**src/rtl/ir_nec_pkg.sv**
```systemverilog
// ----------------------------------------------------------------------------
// ir_nec_pkg : shared state encoding and NEC segment lengths for ir_nec_tx
// Revision   : 1.0
// ----------------------------------------------------------------------------
`default_nettype none

package ir_nec_pkg;

  typedef enum logic [2:0] {
    S_IDLE       = 3'd0,
    S_LEAD_MARK  = 3'd1,
    S_LEAD_SPACE = 3'd2,
    S_REP_SPACE  = 3'd3,
    S_BIT_MARK   = 3'd4,
    S_BIT_SPACE  = 3'd5,
    S_STOP_MARK  = 3'd6,
    S_GAP        = 3'd7
  } nec_state_t;

  // Segment lengths in NEC units T
  localparam int LEAD_MARK_U  = 16;
  localparam int LEAD_SPACE_U = 8;
  localparam int REP_SPACE_U  = 4;
  localparam int BIT_U        = 1;
  localparam int ONE_SPACE_U  = 3;
  localparam int NEC_BITS     = 32;

  function automatic logic is_mark(input nec_state_t s);
    return (s == S_LEAD_MARK) || (s == S_BIT_MARK) || (s == S_STOP_MARK);
  endfunction

endpackage

`default_nettype wire

```
**src/rtl/ir_carrier_gen.sv**
```systemverilog
// ----------------------------------------------------------------------------
// ir_carrier_gen : free-running carrier divider, phase-resettable by sync_clr
// Revision       : 1.0
// ----------------------------------------------------------------------------
`default_nettype none

module ir_carrier_gen #(
  parameter int CARRIER_DIV = 1316,
  parameter int CARRIER_HI  = 439
) (
  input  logic clk,
  input  logic rst_n,
  input  logic sync_clr,
  output logic carrier
);

  localparam int CNT_W = (CARRIER_DIV > 1) ? $clog2(CARRIER_DIV) : 1;

  logic [CNT_W-1:0] cnt_q;
  logic [CNT_W-1:0] cnt_d;

  always_comb begin
    cnt_d = cnt_q + CNT_W'(1);
    if (sync_clr || (cnt_q == CNT_W'(CARRIER_DIV - 1))) begin
      cnt_d = '0;
    end
  end

  always_ff @(posedge clk or negedge rst_n) begin
    if (!rst_n) begin
      cnt_q <= '0;
    end else begin
      cnt_q <= cnt_d;
    end
  end

  // Level for the coming cycle, so the consumer can register it in phase
  assign carrier = (int'(cnt_d) < CARRIER_HI);

endmodule

`default_nettype wire

```
**src/rtl/ir_nec_tx.sv**
```systemverilog
// ----------------------------------------------------------------------------
// ir_nec_tx : NEC infrared transmitter (full frame and repeat code), 38 kHz
// Revision  : 1.0
// ----------------------------------------------------------------------------
`default_nettype none

module ir_nec_tx
  import ir_nec_pkg::*;
#(
  parameter int UNIT_CYC    = 28125,
  parameter int CARRIER_DIV = 1316,
  parameter int CARRIER_HI  = 439,
  parameter int GAP_UNITS   = 72,
  parameter bit MOD_EN      = 1'b1
) (
  input  logic       clk,
  input  logic       rst_n,
  input  logic       tx_start,
  input  logic       tx_repeat,
  input  logic [7:0] tx_addr,
  input  logic [7:0] tx_cmd,
  output logic       irda_txd,
  output logic       ir_envelope,
  output logic       tx_busy,
  output logic       tx_done
);

  localparam int UNIT_W  = (UNIT_CYC > 1) ? $clog2(UNIT_CYC) : 1;
  localparam int SEG_MAX = (GAP_UNITS > LEAD_MARK_U) ? GAP_UNITS : LEAD_MARK_U;
  localparam int SEG_W   = (SEG_MAX > 1) ? $clog2(SEG_MAX) : 1;
  localparam int BIT_W   = $clog2(NEC_BITS);

  nec_state_t              state_q, state_d;
  logic [UNIT_W-1:0]       unit_q, unit_d;
  logic [SEG_W-1:0]        seg_q, seg_d;
  logic [BIT_W-1:0]        bit_q, bit_d;
  logic [NEC_BITS-1:0]     shreg_q, shreg_d;
  logic                    rep_q, rep_d;
  logic                    env_q, busy_q, done_q, txd_q;
  logic                    done_d;
  logic                    unit_end, seg_end, mark_d, sync_clr, carrier;
  int                      seg_len;

  always_comb begin
    seg_len = BIT_U;
    case (state_q)
      S_LEAD_MARK:  seg_len = LEAD_MARK_U;
      S_LEAD_SPACE: seg_len = LEAD_SPACE_U;
      S_REP_SPACE:  seg_len = REP_SPACE_U;
      S_BIT_SPACE:  seg_len = shreg_q[0] ? ONE_SPACE_U : BIT_U;
      S_GAP:        seg_len = GAP_UNITS;
      default:      seg_len = BIT_U;
    endcase
  end

  assign unit_end = (unit_q == UNIT_W'(UNIT_CYC - 1));
  assign seg_end  = unit_end && (seg_q == SEG_W'(seg_len - 1));

  always_comb begin
    state_d = state_q;
    unit_d  = unit_q;
    seg_d   = seg_q;
    bit_d   = bit_q;
    shreg_d = shreg_q;
    rep_d   = rep_q;
    done_d  = 1'b0;
    if (state_q == S_IDLE) begin
      // tx_start has priority when both requests arrive together
      if (tx_start) begin
        state_d = S_LEAD_MARK;
        rep_d   = 1'b0;
        shreg_d = {~tx_cmd, tx_cmd, ~tx_addr, tx_addr};
      end else if (tx_repeat) begin
        state_d = S_LEAD_MARK;
        rep_d   = 1'b1;
      end
    end else begin
      unit_d = unit_end ? '0 : unit_q + UNIT_W'(1);
      if (seg_end) begin
        seg_d = '0;
      end else if (unit_end) begin
        seg_d = seg_q + SEG_W'(1);
      end
      if (seg_end) begin
        case (state_q)
          S_LEAD_MARK:  state_d = rep_q ? S_REP_SPACE : S_LEAD_SPACE;
          S_LEAD_SPACE: state_d = S_BIT_MARK;
          S_REP_SPACE:  state_d = S_STOP_MARK;
          S_BIT_MARK:   state_d = S_BIT_SPACE;
          S_BIT_SPACE: begin
            shreg_d = {1'b0, shreg_q[NEC_BITS-1:1]};
            bit_d   = bit_q + BIT_W'(1);
            state_d = (bit_q == BIT_W'(NEC_BITS - 1)) ? S_STOP_MARK : S_BIT_MARK;
          end
          S_STOP_MARK:  state_d = S_GAP;
          S_GAP: begin
            state_d = S_IDLE;
            done_d  = 1'b1;
          end
          default:      state_d = S_IDLE;
        endcase
      end
    end
  end

  assign mark_d   = is_mark(state_d);
  // Restart the carrier phase so every mark begins with a high carrier cycle
  assign sync_clr = mark_d && (state_d != state_q);

  ir_carrier_gen #(
    .CARRIER_DIV (CARRIER_DIV),
    .CARRIER_HI  (CARRIER_HI)
  ) u_carrier (
    .clk      (clk),
    .rst_n    (rst_n),
    .sync_clr (sync_clr),
    .carrier  (carrier)
  );

  always_ff @(posedge clk or negedge rst_n) begin
    if (!rst_n) begin
      state_q <= S_IDLE;
      unit_q  <= '0;
      seg_q   <= '0;
      bit_q   <= '0;
      shreg_q <= '0;
      rep_q   <= 1'b0;
      env_q   <= 1'b0;
      busy_q  <= 1'b0;
      done_q  <= 1'b0;
      txd_q   <= 1'b0;
    end else begin
      state_q <= state_d;
      unit_q  <= unit_d;
      seg_q   <= seg_d;
      bit_q   <= bit_d;
      shreg_q <= shreg_d;
      rep_q   <= rep_d;
      env_q   <= mark_d;
      busy_q  <= (state_d != S_IDLE);
      done_q  <= done_d;
      txd_q   <= MOD_EN ? (mark_d & carrier) : mark_d;
    end
  end

  assign irda_txd    = txd_q;
  assign ir_envelope = env_q;
  assign tx_busy     = busy_q;
  assign tx_done     = done_q;

endmodule

`default_nettype wire

```
**config.mk**
```make
export PLATFORM = sky130hd
export DESIGN_NAME = ir_nec_tx
export DESIGN_NICKNAME = d
export VERILOG_FILES = /design/src/rtl/ir_nec_pkg.sv /design/src/rtl/ir_carrier_gen.sv /design/src/rtl/ir_nec_tx.sv
export SDC_FILE = /design/constraint.sdc
export NUM_CORES = 1
export LEC_CHECK = 0
export ABC_AREA = 1
export BUFFER_PORTS_ARGS = -buffer_cell sky130_fd_sc_hd__buf_2
export CORE_MARGIN = 2
export CORE_UTILIZATION = 55
export DETAILED_ROUTE_END_ITERATION = 16
export GPL_ROUTABILITY_DRIVEN = 0
export PLACE_DENSITY_LB_ADDON = 0.15
export SYNTH_ARGS = -nofsm -noshare
export SYNTH_HDL_FRONTEND = slang
export SYNTH_SLANG_ARGS = --single-unit
```
**constraint.sdc**
```tcl
create_clock -name clk -period 8 [get_ports clk]
set_input_delay 0 -clock clk [delete_from_list [all_inputs] [get_ports clk]]
set_output_delay 0 -clock clk [all_outputs]
set_load 0.05 [all_outputs]
```
==> metrics.log <==
[metrics] global-route wire length before repair: 15.1 mm
[metrics] Synth top area share: 0.457
[metrics] Antenna Diode Count: 0
[metrics] total core area: 7610 um2
[metrics] via count of the first global-routing pass: 3443
[metrics] Setup-failing EPs final: 0
[metrics] remaining global-route overflow: 0
[metrics] Sink Count: 78
[metrics] status: finished clean
[metrics] overall track demand over capacity in global routing: 0.221
[metrics] setup TNS after final layout: 0 ns
[metrics] total number of placement rows: 32
[metrics] worst voltage drop across the vdd grid: 0.000125 V
[metrics] Final Critical Period: 3.33 ns
[metrics] commonest cells in the synthesized netlist: sky130_fd_sc_hd__nand2_1, sky130_fd_sc_hd__dfrtp_1, sky130_fd_sc_hd__inv_1, sky130_fd_sc_hd__o21ai_0, sky130_fd_sc_hd__nor2_1
[metrics] Fin Clk Skew: 0.00505 ns
[metrics] cell taking the most area after synthesis: sky130_fd_sc_hd__dfrtp_1
[metrics] proportion of register bits with asynchronous set or reset after synthesis: 1.00
[metrics] fmax: 0.300 GHz
[metrics] number of fillers in the final layout: 659
[metrics] synthesized area per cell: 8.07 um2
[metrics] total power divided by cell area: 155 nW/um2
[metrics] Detail Placement HPWL: 5.74 mm
[metrics] number of detailed-route iterations in the first pass: 4
[metrics] PnR Total Power: 0.000755 W
[metrics] HP Class: in -> reg
[metrics] kind of capture point of the worst setup path: flop
[metrics] number of flops mapped to enable cells by yosys: 0
[metrics] synthesized cell area: 4270 um2
[metrics] share of total power in the clock network: 0.451
[metrics] chip height: 92.1 um
[metrics] number of nets in the layout: 596
[metrics] clk buf depth: 2
[metrics] most common cell in the netlist: sky130_fd_sc_hd__nand2_1
[metrics] slew of the pin with the lowest slew margin: 0.957 ns
[metrics] fraction of layout instances using a drive strength above 1: 0.164
[metrics] worst-path cell with the longest stage delay: sky130_fd_sc_hd__dfrtp_1
[metrics] DRC Markers: 0
[metrics] final slew viol count: 0
[metrics] Die Wd: 92.1 um
[metrics] sort of element at the start of the critical path: flop
[metrics] worst-skew pair later-pin latency: 0.34 ns
[metrics] clock buffers created by TritonCTS: 9
[metrics] number of top-level pins: 24
[metrics] worst-case headroom to the max-slew limit: 0.362
[metrics] Critical Path RT: 8.22 ns
[metrics] count of synthesis-stage warnings from yosys: 0
[metrics] flip-flop and latch area: 1950 um2
[metrics] number of antenna violations at the first check in global routing: 0
[metrics] buffer type at the clock tree root: sky130_fd_sc_hd__clkbuf_8
[metrics] prevailing post-synth register cell: sky130_fd_sc_hd__dfrtp_1
[metrics] max_cap viols: 0
[metrics] number of routed nets with antenna violations: 0
[metrics] H-tree depth reported by CTS: 3
[metrics] unrepaired setup endpoints after global routing: false
[metrics] largest net degree at the start of global routing: 79
[metrics] leakage power: 2.42 nW
[metrics] reported net switching power: 0.000156 W
[metrics] Critical Path, Cell by Cell: inv_1 -> nand2_2 -> nand2_4 -> inv_1 -> ha_1 -> nand2_1 -> inv_1 -> nor3_1 -> nand3b_4 -> nor2_4 -> nand3_4 -> inv_1 -> nand2_2 -> nand2_2 -> inv_2 -> nand2_1 -> o21ai_0
[metrics] sequential fraction of the synthesis area: 0.457
[metrics] area taken by multi-input logic gates: 1990 um2
[metrics] CTS tree: yes
[metrics] endpoint arrival time on the critical path: 3.55 ns
[metrics] switching power share of the total: 0.207
[metrics] most used cell, CP: sky130_fd_sc_hd__inv_1
[metrics] CP peak stage delay: 0.50 ns
[metrics] Setup Crit Path Kind: reg -> reg
[metrics] clock input transition at the sequential cells of the worst setup and hold paths: 0.08 ns
[metrics] combinational fraction of design power: 0.026
[metrics] cells taking the most area after synthesis: sky130_fd_sc_hd__dfrtp_1, sky130_fd_sc_hd__nand2_1, sky130_fd_sc_hd__o21ai_0, sky130_fd_sc_hd__inv_1, sky130_fd_sc_hd__nor2_1
[metrics] overall die area: 8480 um2
[metrics] cells after synthesis: 529
[metrics] Initial DRC Count: 156
[metrics] number of library cell types mapped by synthesis: 40
[metrics] Routed Wire Length: 8.29 mm
[metrics] cell internal power dissipation: 0.000599 W
[metrics] signed area change from the synthesized netlist to the final layout: 14.0%
[metrics] routed length per placed instance: 12.3 um
[metrics] post-CTS setup repair buffer count: 0
[metrics] drt via density: 5.13
[metrics] final hold viol count: 0
[metrics] starting utilization of the core area: 0.561
[metrics] via total after detailed routing: 3467
[metrics] IO buf count: 23
[metrics] part of the total power dissipated in sequential elements: 0.523
[metrics] period utilisation layout: 0.417
[metrics] critical-path maximum fanout: 37
[metrics] number of nets in the synthesized netlist: 556
[metrics] synthesized flop and latch total: 78
==> power by group through the flow <==
stage / Sequential (W) / Clock [W] / Combinational, W
after CTS: 0.000395 / 0.000348 / 0.0000203
after global routing: 0.000395 / 0.000369 / 0.0000226
after floorplan: 0.000403 / 0 / 0.00000111
final: 0.000395 / 0.000340 / 0.0000197
after detailed placement: 0.000403 / 0 / 0.0000140
after global placement: 0.000403 / 0 / 0.0000138
==> worst paths after layout <==
kind                       cells after the start       start  slack [ns]           to
max                                           17  state_q[0]        4.67  shreg_q[24]
min                                            5  tx_addr[6]        0.04   shreg_q[6]
max reg2reg                                   17  state_q[0]        4.67  shreg_q[24]
min reg2reg                                    1    bit_q[3]        0.48     bit_q[3]
max in group asynchronous                      2       rst_n        7.04     bit_q[2]
min in group asynchronous                      2       rst_n        0.35    unit_q[7]
==> per-layer routing <==
layer / share of wire / global-route usage
met5: 0 / 0
met4: 0.012 / 0.0759
met3: 0.033 / 0.0509
met2: 0.47 / 0.356
met1: 0.49 / 0.296
==> metrics by stage <==
stage / hold slack [ns] / setup slack, ns / cell area [um2] / utilization / instances
after global routing: 0.0634 / 4.25 / 4870 / 0.640 / 676
after CTS: 0.00360 / 4.68 / 4870 / 0.640 / 676
after global placement: 0.218 / 4.84 / 4460 / 0.587 / 643
final: 0.0355 / 4.67 / 4870 / 0.640 / 676
after detailed placement: 0.223 / 4.69 / 4460 / 0.587 / 643
after floorplan: -0.296 / 5.32 / 4270 / - / 529
==> cell usage in the layout (no fill, tap or decap), drive strengths merged, types with 5 or more instances in the layout <==
cell / count
dlygate4sd3: 17
nand2: 128
xor2: 12
buf: 24
o21ai: 53
nand4: 13
inv: 71
a31oi: 8
clkbuf: 12
nor2: 60
nor3: 9
nor4: 5
ha: 7
a21oi: 8
nand3: 38
or2: 5
dfrtp: 78
==> critical path: cells and delay by family (launching register included) <==
| kind | cells | cell delay [ns] |
|---|---|---|
| fa+ha+maj | 1 | 0.30 |
| buf+inv | 5 | 0.66 |
| simple gates | 10 | 1.67 |
| compound gates | 1 | 0.08 |
| flops | 1 | 0.50 |
==> logic make-up after synthesis <==
| logic type | Yosys count | share of synthesized area |
|---|---|---|
| buf+inv | 83 | 0.0762 |
| flops | 78 | 0.457 |
| xor+xnor | 14 | 0.0287 |
| mux | 2 | 0.00528 |
| fa+ha+maj | 7 | 0.0205 |
| compound gates | 77 | 0.0979 |
| simple gates | 268 | 0.314 |
==> flip-flops by register name, summed over array words and instances (netlist names), 3 cells and up <==
register and cells:
bit_q 5, state_q 3, shreg_q 32, seg_q 7, unit_q 15, u_carrier.cnt_q 11
==> repair_timing <==
| action | CTS | global route |
|---|---|---|
| gates resized for setup | 0 | 0 |
| hold endpoints to repair | 99 | 0 |
| hold buffers | 17 | 0 |
==> area by class of cell <==
type                    instances  share of cell area
multi-input cells             368               0.409
clock inverters                 4              0.0159
clock buffers                  12              0.0319
repair buffers                 41              0.0607
well taps                     102              0.0262
inverters                      71              0.0548
flip-flops and latches         78               0.401
Power figures use the tool's default switching activity.
